$ cat config.mk
export PLATFORM = sky130hd
export DESIGN_NAME = qupls_decode_fu_split
export DESIGN_NICKNAME = d
export VERILOG_FILES = /design/src/rtl/qupls_decode_fu_split.sv
export SDC_FILE = /design/constraint.sdc
export NUM_CORES = 1
export LEC_CHECK = 0
export ABC_CLOCK_PERIOD_IN_PS = 2650
export BUFFER_PORTS_ARGS = -buffer_cell sky130_fd_sc_hd__clkbuf_2
export CAP_MARGIN = 20
export CORE_UTILIZATION = 43
export DETAILED_ROUTE_END_ITERATION = 10
export GPL_ROUTABILITY_DRIVEN = 0
export GPL_TIMING_DRIVEN = 0
export PLACE_DENSITY = 0.88
export RECOVER_POWER = 50
export SYNTH_ARGS = -nofsm -noshare
export SYNTH_HDL_FRONTEND = slang
export SYNTH_SLANG_ARGS = --single-unit
$ cat constraint.sdc
create_clock -name clk -period 2.65 [get_ports clk]
set_input_delay 0.265 -clock clk [delete_from_list [all_inputs] [get_ports clk]]
set_output_delay 0.265 -clock clk [all_outputs]
set_load 0.005 [all_outputs]
$ cat src/rtl/qupls_decode_fu_split.sv
// Decode-group FU classifier and issue-port splitter for the Qupls front end.
// Optional per-class issue statistics: define QUPLS_FU_SPLIT_STATS_EN.
package qupls_decode_fu_split_pkg;

  typedef struct packed {
    logic [6:0]  func;
    logic [17:0] fields;
    logic [6:0]  opcode;
  } instruction_t;

  typedef enum logic [1:0] {
    FC_OTHER = 2'b00,
    FC_ALU   = 2'b01,
    FC_MUL   = 2'b10
  } fu_class_t;

  localparam logic [6:0]
    OP_SYS    = 7'd0,  OP_R2     = 7'd2,  OP_CSR    = 7'd3,  OP_ADDI   = 7'd4,
    OP_SUBFI  = 7'd5,  OP_CMPI   = 7'd6,  OP_MULI   = 7'd7,  OP_ANDI   = 7'd8,
    OP_ORI    = 7'd9,  OP_EORI   = 7'd10, OP_SLTI   = 7'd11, OP_DIVI   = 7'd12,
    OP_ADDSI  = 7'd13, OP_ANDSI  = 7'd14, OP_ORSI   = 7'd15, OP_EORSI  = 7'd16,
    OP_SHIFT  = 7'd17, OP_MOV    = 7'd18, OP_LDAX   = 7'd19, OP_AIPSI  = 7'd20,
    OP_PFXA32 = 7'd21, OP_PFXB32 = 7'd22, OP_PFXC32 = 7'd23, OP_QFEXT  = 7'd24,
    OP_REGC   = 7'd25, OP_VEC    = 7'd26, OP_VECZ   = 7'd27, OP_NOP    = 7'd28,
    OP_PUSH   = 7'd29, OP_POP    = 7'd30, OP_ENTER  = 7'd31, OP_LEAVE  = 7'd32,
    OP_ATOM   = 7'd33, OP_FENCE  = 7'd34, OP_BSR    = 7'd35, OP_JSR    = 7'd36,
    OP_VADDI  = 7'd37, OP_VCMPI  = 7'd38, OP_VMULI  = 7'd39, OP_VDIVI  = 7'd40,
    OP_VANDI  = 7'd41, OP_VORI   = 7'd42, OP_VEORI  = 7'd43, OP_BCC    = 7'd48,
    OP_LDB    = 7'd56, OP_STB    = 7'd60;

  localparam logic [6:0]
    FN_ADD   = 7'd0,  FN_SUB   = 7'd1,  FN_CMP   = 7'd2,  FN_AND   = 7'd4,
    FN_OR    = 7'd5,  FN_EOR   = 7'd6,  FN_NAND  = 7'd8,  FN_NOR   = 7'd9,
    FN_ENOR  = 7'd10, FN_MUL   = 7'd16, FN_MULW  = 7'd17, FN_MULU  = 7'd18,
    FN_MULUW = 7'd19, FN_DIV   = 7'd20, FN_DIVU  = 7'd21, FN_MOD   = 7'd22,
    FN_SEQ   = 7'd32, FN_SNE   = 7'd33, FN_SLT   = 7'd34, FN_SLE   = 7'd35,
    FN_SLTU  = 7'd36, FN_SLEU  = 7'd37, FN_ZSEQ  = 7'd40, FN_ZSNE  = 7'd41,
    FN_ZSLT  = 7'd42, FN_ZSLE  = 7'd43, FN_ZSLTU = 7'd44, FN_ZSLEU = 7'd45;

  function automatic fu_class_t classify(input instruction_t ins, input logic split);
    fu_class_t md;
    md = split ? FC_MUL : FC_ALU;
    classify = FC_OTHER;
    case (ins.opcode)
      OP_R2:
        case (ins.func) inside
          FN_ADD, FN_SUB, FN_CMP, FN_AND, FN_OR, FN_EOR, FN_NAND, FN_NOR, FN_ENOR,
          [FN_SEQ:FN_SLEU], [FN_ZSEQ:FN_ZSLEU]:
            classify = FC_ALU;
          FN_MUL, FN_MULW, FN_MULU, FN_MULUW, FN_DIV, FN_DIVU:
            classify = md;
          default:
            classify = FC_OTHER;
        endcase
      OP_MULI, OP_VMULI, OP_DIVI, OP_VDIVI:
        classify = md;
      OP_ADDI, OP_VADDI, OP_SUBFI, OP_CMPI, OP_VCMPI, OP_ANDI, OP_ORI, OP_EORI,
      OP_VANDI, OP_VORI, OP_VEORI, OP_SLTI, OP_AIPSI, OP_ADDSI, OP_ANDSI, OP_ORSI,
      OP_EORSI, OP_SHIFT, OP_CSR, OP_MOV, OP_LDAX, OP_PFXA32, OP_PFXB32, OP_PFXC32,
      OP_QFEXT, OP_REGC, OP_VEC, OP_VECZ, OP_NOP, OP_PUSH, OP_POP, OP_ENTER,
      OP_LEAVE, OP_ATOM, OP_FENCE, OP_BSR, OP_JSR:
        classify = FC_ALU;
      default:
        classify = FC_OTHER;
    endcase
  endfunction

endpackage

module qupls_decode_fu_split
  import qupls_decode_fu_split_pkg::*;
#(
  parameter int unsigned LANES        = 4,
  parameter int unsigned ALU_PORTS    = 2,
  parameter int unsigned MUL_PORTS    = 1,
  parameter int unsigned SPLIT_MULDIV = 1
) (
  input  logic                        clk,
  input  logic                        rst,
  input  logic                        in_valid,
  output logic                        in_ready,
  input  logic [LANES-1:0]            in_lane_v,
  input  instruction_t [LANES-1:0]    in_instr,
  output logic                        out_valid,
  input  logic                        out_ready,
  output instruction_t [LANES-1:0]    out_instr,
  output logic [LANES-1:0]            out_mask,
  output logic [LANES-1:0][1:0]       out_class,
  output logic                        out_last,
  input  logic                        stat_clr
`ifdef QUPLS_FU_SPLIT_STATS_EN
  ,
  output logic [31:0]                 stat_alu,
  output logic [31:0]                 stat_mul,
  output logic [31:0]                 stat_oth,
  output logic [31:0]                 stat_split
`endif
);

  typedef enum logic {EMPTY, HOLD} state_t;

  state_t                     state;
  logic [LANES-1:0]           pend;
  logic [LANES-1:0]           pend_nxt;
  logic [LANES-1:0]           mask;
  logic                       first;
  instruction_t [LANES-1:0]   instr_q;
  logic [LANES-1:0][1:0]      cls_q;
  fu_class_t                  lane_cls [LANES];
  logic                       load;
  logic                       take;

  always_comb begin
    for (int unsigned i = 0; i < LANES; i++) begin
      lane_cls[i] = classify(in_instr[i], SPLIT_MULDIV != 0);
    end
  end

  // Greedy program-order walk: once a lane busts its class budget, every younger lane waits.
  always_comb begin
    int unsigned alu_n;
    int unsigned mul_n;
    logic        stop;
    alu_n = 0;
    mul_n = 0;
    stop  = 1'b0;
    mask  = '0;
    for (int unsigned i = 0; i < LANES; i++) begin
      if (pend[i] && !stop) begin
        if (cls_q[i] == FC_ALU) begin
          if (alu_n >= ALU_PORTS) stop = 1'b1;
          else alu_n = alu_n + 1;
        end else if (cls_q[i] == FC_MUL) begin
          if (mul_n >= MUL_PORTS) stop = 1'b1;
          else mul_n = mul_n + 1;
        end
        if (!stop) mask[i] = 1'b1;
      end
    end
  end

  assign out_valid = (state == HOLD);
  assign out_mask  = mask;
  assign out_last  = out_valid && (mask == pend);
  assign in_ready  = !out_valid || (out_ready && out_last);
  assign out_instr = instr_q;
  assign out_class = cls_q;
  assign take      = out_valid && out_ready;
  assign load      = in_valid && in_ready;

  always_comb begin
    pend_nxt = pend;
    if (load) pend_nxt = in_lane_v;
    else if (take) pend_nxt = pend & ~mask;
  end

  always_ff @(posedge clk) begin
    if (rst) begin
      state   <= EMPTY;
      pend    <= '0;
      first   <= 1'b0;
      instr_q <= '0;
      cls_q   <= '0;
    end else begin
      pend  <= pend_nxt;
      state <= (|pend_nxt) ? HOLD : EMPTY;
      if (load) begin
        instr_q <= in_instr;
        first   <= 1'b1;
        for (int unsigned i = 0; i < LANES; i++) begin
          cls_q[i] <= lane_cls[i];
        end
      end else if (take) begin
        first <= 1'b0;
      end
    end
  end

`ifdef QUPLS_FU_SPLIT_STATS_EN
  logic [31:0] n_alu;
  logic [31:0] n_mul;
  logic [31:0] n_oth;

  function automatic logic [31:0] sat_add(input logic [31:0] a, input logic [31:0] b);
    logic [32:0] s;
    s = {1'b0, a} + {1'b0, b};
    sat_add = s[32] ? '1 : s[31:0];
  endfunction

  always_comb begin
    n_alu = '0;
    n_mul = '0;
    n_oth = '0;
    for (int unsigned i = 0; i < LANES; i++) begin
      if (mask[i]) begin
        if (cls_q[i] == FC_ALU) n_alu = n_alu + 32'd1;
        else if (cls_q[i] == FC_MUL) n_mul = n_mul + 32'd1;
        else n_oth = n_oth + 32'd1;
      end
    end
  end

  always_ff @(posedge clk) begin
    if (rst || stat_clr) begin
      stat_alu   <= '0;
      stat_mul   <= '0;
      stat_oth   <= '0;
      stat_split <= '0;
    end else if (take) begin
      stat_alu <= sat_add(stat_alu, n_alu);
      stat_mul <= sat_add(stat_mul, n_mul);
      stat_oth <= sat_add(stat_oth, n_oth);
      if (first && !out_last) stat_split <= sat_add(stat_split, 32'd1);
    end
  end
`else
  logic stat_clr_unused;
  assign stat_clr_unused = stat_clr;
`endif

endmodule

==> flow_metrics.tcl, run 1 <==
set metrics [dict create \
    outcome "finished with violations" \
    finalHoldViolCount 0 \
    place_ws_ns -0.351 \
    antenna_cells 0 \
    final_layout_size_suffix_gt1_share_pct 38.3 \
    via_count 7546 \
    nets 1226 \
    crit_type "flop to output port" \
    syn_area_mm2 0.00638 \
    die_area_mm2 0.0153 \
    synth_cells 780 \
    end_kind "output port" \
    setup-violations-final 143 \
    wl_per_cell_um 18.7 \
    leakage_nw 3.84 \
    cts_hold_buf 0 \
    min_period_ns 2.99 \
    fmax_mhz 334 \
    ir_worst_vdd_uv 476 \
    start_util_pct 43.9 \
    layout_common_cells "clkbuf_2, dfxtp_1, a21oi_1" \
    stdcell_count 1283 \
    async_flop_share_pct 0 \
    synth_cell_types 55 \
    rsz0062_at_grt "yes" \
    setup_slack_ns -0.344 \
    core_mm2 0.0145 \
    max-clock-path-buffers 2 \
    insertion_delay_ns 0.43 \
    grt_pass1_vias 6602 \
    rows 44 \
    clkSlewWorstSetupHoldPaths_ns 0.06 \
    ant_nets 0 \
    violations "negative setup slack" \
    relSlewSlack_pct 43.2 \
    grt_pass1_wl_um 33700 \
    fin_crit_sh_pct 113 \
    numCtsBuffers 17 \
    syn_nets 920 \
    placedCellCount 1238 \
    ioPinCount 280 \
    wirelength_um 23900 \
    viasPerCell 5.88 \
    cts_tree "done" \
    ys_ff_latch 141 \
    antenna_found_initial 0 \
    tightestPinTransition_ns 0.830 \
    finalPower_mw 7.41 \
    clock-sinks 141 \
    whs_ns 0.0608 \
    drt-pass1-iter-count 5 \
    pwr_density_cell_mw_per_mm2 785 \
    hp-class "input pin to flop" \
    worstPathRequired_ns 2.38 \
    grt-ovfl-total 0 \
    path_max_fanout 4 \
    grt_max_degree 17 \
    die_w_um 124 \
    clock-root-buffer "clkbuf_16" \
    syn_to_final_growth_pct 47.9 \
    port_buffers 274 \
    fin_skew_ns 0.00866 \
    n_fill_cell 1226 \
    grt_usage_pct 29.1 \
    syn_avg_cell_area_um2 8.18 \
    maxCapViolCount 0 \
    synth_ff_type "dfxtp_1" \
    hpwlAfterDp_um 15900 \
    finish.utilization_pct 65.0 \
    fp.dieH_um 124 \
    ys_seq_area_share_pct 44.2 \
    crit_path_start_kind "flop" \
    drt-initial-drc-count 557 \
    layout_commonest_cell "clkbuf_2" \
    htree_levels 4 \
    synth_edf_count 0 \
    crit_arrival_ns 2.73 \
    synth_warnings 0 \
    drc 0 \
    drv_slew 0 \
]
final timing paths:
kind	start	to	slack, ns	cells past startpoint
min	in_instr[23]	out_instr[23]	0.06	3
max	pend[0]	in_ready	-0.34	11
max reg2reg	pend[0]	out_instr[108]	-0.30	13
min reg2reg	out_instr[90]	out_instr[90]	0.46	2
where the power goes:
group	internal (mW)	leakage (nW)	switching (mW)	total (mW)
sequential	2.36	1.16	0.151	2.51
clock	1.55	0.303	0.951	2.50
combinational	1.10	2.38	1.30	2.40
synthesized netlist by cell type (all sizes together) (2+ instances only):
| cell type | number | area, µm² |
|---|---|---|
| nor3 | 6 | 30.0 |
| or4 | 2 | 15.0 |
| nand3b | 7 | 52.6 |
| clkbuf | 48 | 180 |
| nand2 | 13 | 51.3 |
| nor2 | 11 | 43.8 |
| a211o | 3 | 26.3 |
| o21ai | 132 | 661 |
| a31oi | 2 | 12.5 |
| o2111ai | 3 | 26.3 |
| a2111o | 2 | 22.5 |
| and4b | 5 | 50.1 |
| and3b | 3 | 26.3 |
| nor2b | 6 | 37.5 |
| nand4b | 2 | 17.5 |
| inv | 9 | 33.8 |
| mux2 | 4 | 45.0 |
| o211ai | 5 | 37.5 |
| and2 | 3 | 18.8 |
| a21oi | 141 | 706 |
| and4 | 2 | 17.5 |
| a311oi | 8 | 70.1 |
| or3 | 4 | 25.0 |
| ha | 3 | 37.5 |
| nand3 | 138 | 691 |
| nor4b | 2 | 17.5 |
| nand2b | 2 | 12.5 |
| o211a | 2 | 20.0 |
| a2111oi | 6 | 52.6 |
| o22ai | 2 | 12.5 |
| a22oi | 2 | 15.0 |
| buf | 33 | 273 |
| dfxtp | 141 | 2820 |
| xnor2 | 3 | 26.3 |
| a211oi | 9 | 67.6 |
| nor4 | 3 | 18.8 |
final cells by class:
class | instances | area, µm² | share of cell area, %
Tap cell | 184 | 230 | 2.44
Multi-Input combinational cell | 548 | 3530 | 37.4
Clock inverter | 11 | 140 | 1.48
Buffer | 79 | 618 | 6.54
Inverter | 10 | 50.0 | 0.530
Timing Repair Buffer | 289 | 1580 | 16.7
Clock buffer | 21 | 470 | 4.98
Sequential cell | 141 | 2830 | 30.0
what timing repair did:
item,CTS,global route
pin swaps,8,42
cloned,2,3
setup buffers,8,2
endpoints found under the setup margin,143,143
gates resized for setup,162,123
kinds of logic (layout without fill, tap and decap cells):
logic type,count (synthesis),count (layout),synth area share [%]
AOI/OAI and AO/OA,323,323,27.9
and+or+nand+nor,214,214,18.3
muxes,5,5,0.862
xor gates and xnor gates,3,3,0.412
buffers and inverters,91,410,7.70
DFF,141,141,44.2
adders and majority gates,3,3,0.588
metrics by stage:
stage          TNS, ns  cell area [µm²]
6_report        -27.80             9440
2_1_floorplan   -0.709             6400
3_3_place_gp    -30.47             8000
3_5_place_dp    -34.33             8000
5_1_grt         -46.02             9440
4_1_cts         -34.88             9010
routing by layer:
layer | part of all wire [%] | track usage [%] | vias to the layer above
li1 | - | - | 3513
met1 | 40 | 33.8 | 3591
met2 | 48 | 48.3 | 368
met3 | 7.6 | 8.56 | 74
met4 | 4.2 | 14.8 | 0
met5 | 0 | 0 | -
registers in the layout (all words and copies together), names as in the netlist:
name       cells
out_class      8
out_instr    128
out_valid      1
pend           4
critical path, cell delays in order (launching register included):
cell       delay, ns
dfxtp_4         0.36
and3b_1         0.18
ha_1            0.30
o2111ai_2       0.08
a311oi_2        0.14
a2111o_1        0.31
ha_1            0.29
a21boi_1        0.06
a211o_2         0.34
clkinv_8        0.07
buf_8           0.10
buf_6           0.09
Note: power is estimated with default switching activity, not from simulation.
==> run 2: changes to the inputs <==
--- a/config.mk
+++ b/config.mk
@@ -14,6 +14,8 @@
 export GPL_TIMING_DRIVEN = 0
 export PLACE_DENSITY = 0.88
 export RECOVER_POWER = 50
+export SETUP_SLACK_MARGIN = 0.5
 export SYNTH_ARGS = -nofsm -noshare
 export SYNTH_HDL_FRONTEND = slang
 export SYNTH_SLANG_ARGS = --single-unit
+export TNS_END_PERCENT = 100
==> run 2 against run 1 <==
The flow still finishes with violations (negative setup slack). Via count increased by 5.0%. Utilization is 8.3 points higher. Cell count grew 2.0%. Die area stayed put. First-iteration DRC count up 39%. Sequential power is essentially flat. Fmax decreased by 1.3%. Clock skew up 0.00072 ns.
==> flow_metrics.tcl, run 2 (synthesis gave the netlist of run 1 again) <==
set metrics [dict create \
    n_fill_cell 1020 \
    fin_area_mm2 0.0107 \
    largest_reg_flops 128 \
    outcome "finished with violations" \
    finalHoldViolCount 0 \
    rows 44 \
    r2r_start "pend[0]" \
    hpwlAfterDp_um 15400 \
    critPathSlowestCell "a2111o_1" \
    antenna_cells 0 \
    max-clock-path-buffers 2 \
    setup_slack_ns -0.383 \
    pwr_density_cell_mw_per_mm2 782 \
    whs_ns 0.0638 \
    tightestPinTransition_ns 0.991 \
    crit_arrival_ns 2.77 \
    p_seq_share_pct 30.4 \
    antenna_found_initial 0 \
    grt_pass1_wl_um 36400 \
    finalPower_mw 8.33 \
    crit_top_cell "buf_6" \
    path_cells "and3b_1, ha_1, o2111ai_2, a311oi_2, a2111o_1, ha_4, a21boi_2, a211o_1, buf_6, clkinv_8, buf_8, buf_6" \
    hp-class "input pin to flop" \
    maxCapViolCount 0 \
    fp.dieH_um 124 \
    drt-initial-drc-count 777 \
    combPwrFrac_pct 38.8 \
    wl_per_cell_um 20.2 \
    switching_share_pct 32.6 \
    viasPerCell 6.06 \
    via_count 7926 \
    cts_tree "done" \
    clkPwrFrac_pct 30.8 \
    grt_pass1_vias 7222 \
    drt-pass1-iter-count 8 \
    worstPathRequired_ns 2.38 \
    stdcell_count 1309 \
    place_area_mm2 0.00826 \
    grt-ovfl-total 0 \
    clock-sinks 141 \
    placedCellCount 1238 \
    start_util_pct 43.9 \
    p_sw_mw 2.72 \
    setup-violations-final 143 \
    leakage_nw 4.17 \
    wirelength_um 26500 \
    violations "negative setup slack" \
    numCtsBuffers 17 \
    internal-power_mw 5.61 \
    drc 0 \
    grt_max_degree 17 \
    port_buffers 274 \
    insertion_delay_ns 0.42 \
    drv_slew 0 \
    end_kind "output port" \
    htree_levels 4 \
    final_layout_size_suffix_gt1_share_pct 49.4 \
    rsz0062_at_grt "yes" \
    syn_to_final_growth_pct 66.9 \
    min_period_ns 3.03 \
    fin_crit_sh_pct 114 \
    fmax_mhz 330 \
    path_max_fanout 6 \
    place_ws_ns -0.321 \
    core_mm2 0.0145 \
    die_area_mm2 0.0153 \
    clkSlewWorstSetupHoldPaths_ns 0.06 \
    ir_worst_vdd_uv 485 \
    ant_nets 0 \
    layout_common_cells "clkbuf_2, dfxtp_1, clkbuf_1" \
    crit_start "pend[0]" \
    ioPinCount 280 \
    max_stage_delay_ns 0.37 \
    relSlewSlack_pct 34.0 \
    nets 1252 \
    die_w_um 124 \
    layout_commonest_cell "clkbuf_2" \
    grt_usage_pct 30.9 \
    crit_path_start_kind "flop" \
    fin_skew_ns 0.00938 \
    crit_type "flop to output port" \
    clock-root-buffer "clkbuf_16" \
    hold_start "in_instr[51]" \
]
[run 2: cell count changes in the layout (fill, tap and decap cells not counted), sizes merged]
| cell | before | now |
|---|---|---|
| buf | 45 | 73 |
| clkbuf | 344 | 341 |
| bufbuf | 0 | 1 |
| bufinv | 3 | 4 |
| clkinv | 8 | 7 |
[run 2: final cells by class]
cell class | instances | area [µm²] | share of cell area (%)
Clock buffer | 21 | 460 | 4.32
Inverter | 10 | 50.0 | 0.470
Clock inverter | 11 | 165 | 1.55
Multi-Input combinational cell | 548 | 4200 | 39.4
Timing Repair Buffer | 313 | 1990 | 18.7
Sequential cell | 141 | 2840 | 26.6
Tap cell | 184 | 230 | 2.16
Buffer | 81 | 717 | 6.73
[run 2: power by group through the flow]
stage                     clock network (mW)  logic [mW]  registers (mW)
final                                   2.57        3.23            2.53
after global routing                    2.66        3.42            2.56
after CTS                               2.57        2.81            2.51
after detailed placement                   0        1.85            2.54
after global placement                     0        1.82            2.53
after floorplan                            0        1.13            2.54
[run 2: per-stage QoR]
stage	setup TNS, ns	utilization (%)
3_3_place_gp	-18.08	56.8
6_report	-41.73	73.3
2_1_floorplan	0	-
5_1_grt	-56.05	73.3
3_5_place_dp	-25.03	56.8
4_1_cts	-39.65	68.7
[run 2: timing repair]
action / in CTS / in global routing
buffers inserted: 22 / 3
cloned: 11 / 3
pin swaps: 81 / 57
hold buffers: 0 / 0
gates resized for setup: 167 / 142
endpoints found under the setup margin: 144 / 145
[run 2: critical path, delay by kind of cell (launching register included)]
family	cells	cell delay, ns
AND/OR/NAND/NOR	1	0.18
buffers and inverters	4	0.36
adder cells (fa/ha/maj)	2	0.57
flip-flops	1	0.36
AO/OA/AOI/OAI	5	0.87
[run 2: worst paths after layout]
check	slack, ns	cells after the start	endpoint
setup reg to reg	-0.37	14	out_instr[31]
hold reg to reg	0.46	2	out_instr[119]
setup / recovery	-0.38	12	in_ready
hold / removal	0.06	3	out_instr[51]
[run 2: per-layer routing]
layer | track usage [%] | vias to the layer above | routed length, µm
met5 | 0 | - | 0
met4 | 15.1 | 0 | 1020
met3 | 8.33 | 98 | 2150
met2 | 52.8 | 463 | 13300
met1 | 35.4 | 3792 | 10000
li1 | - | 3573 | -
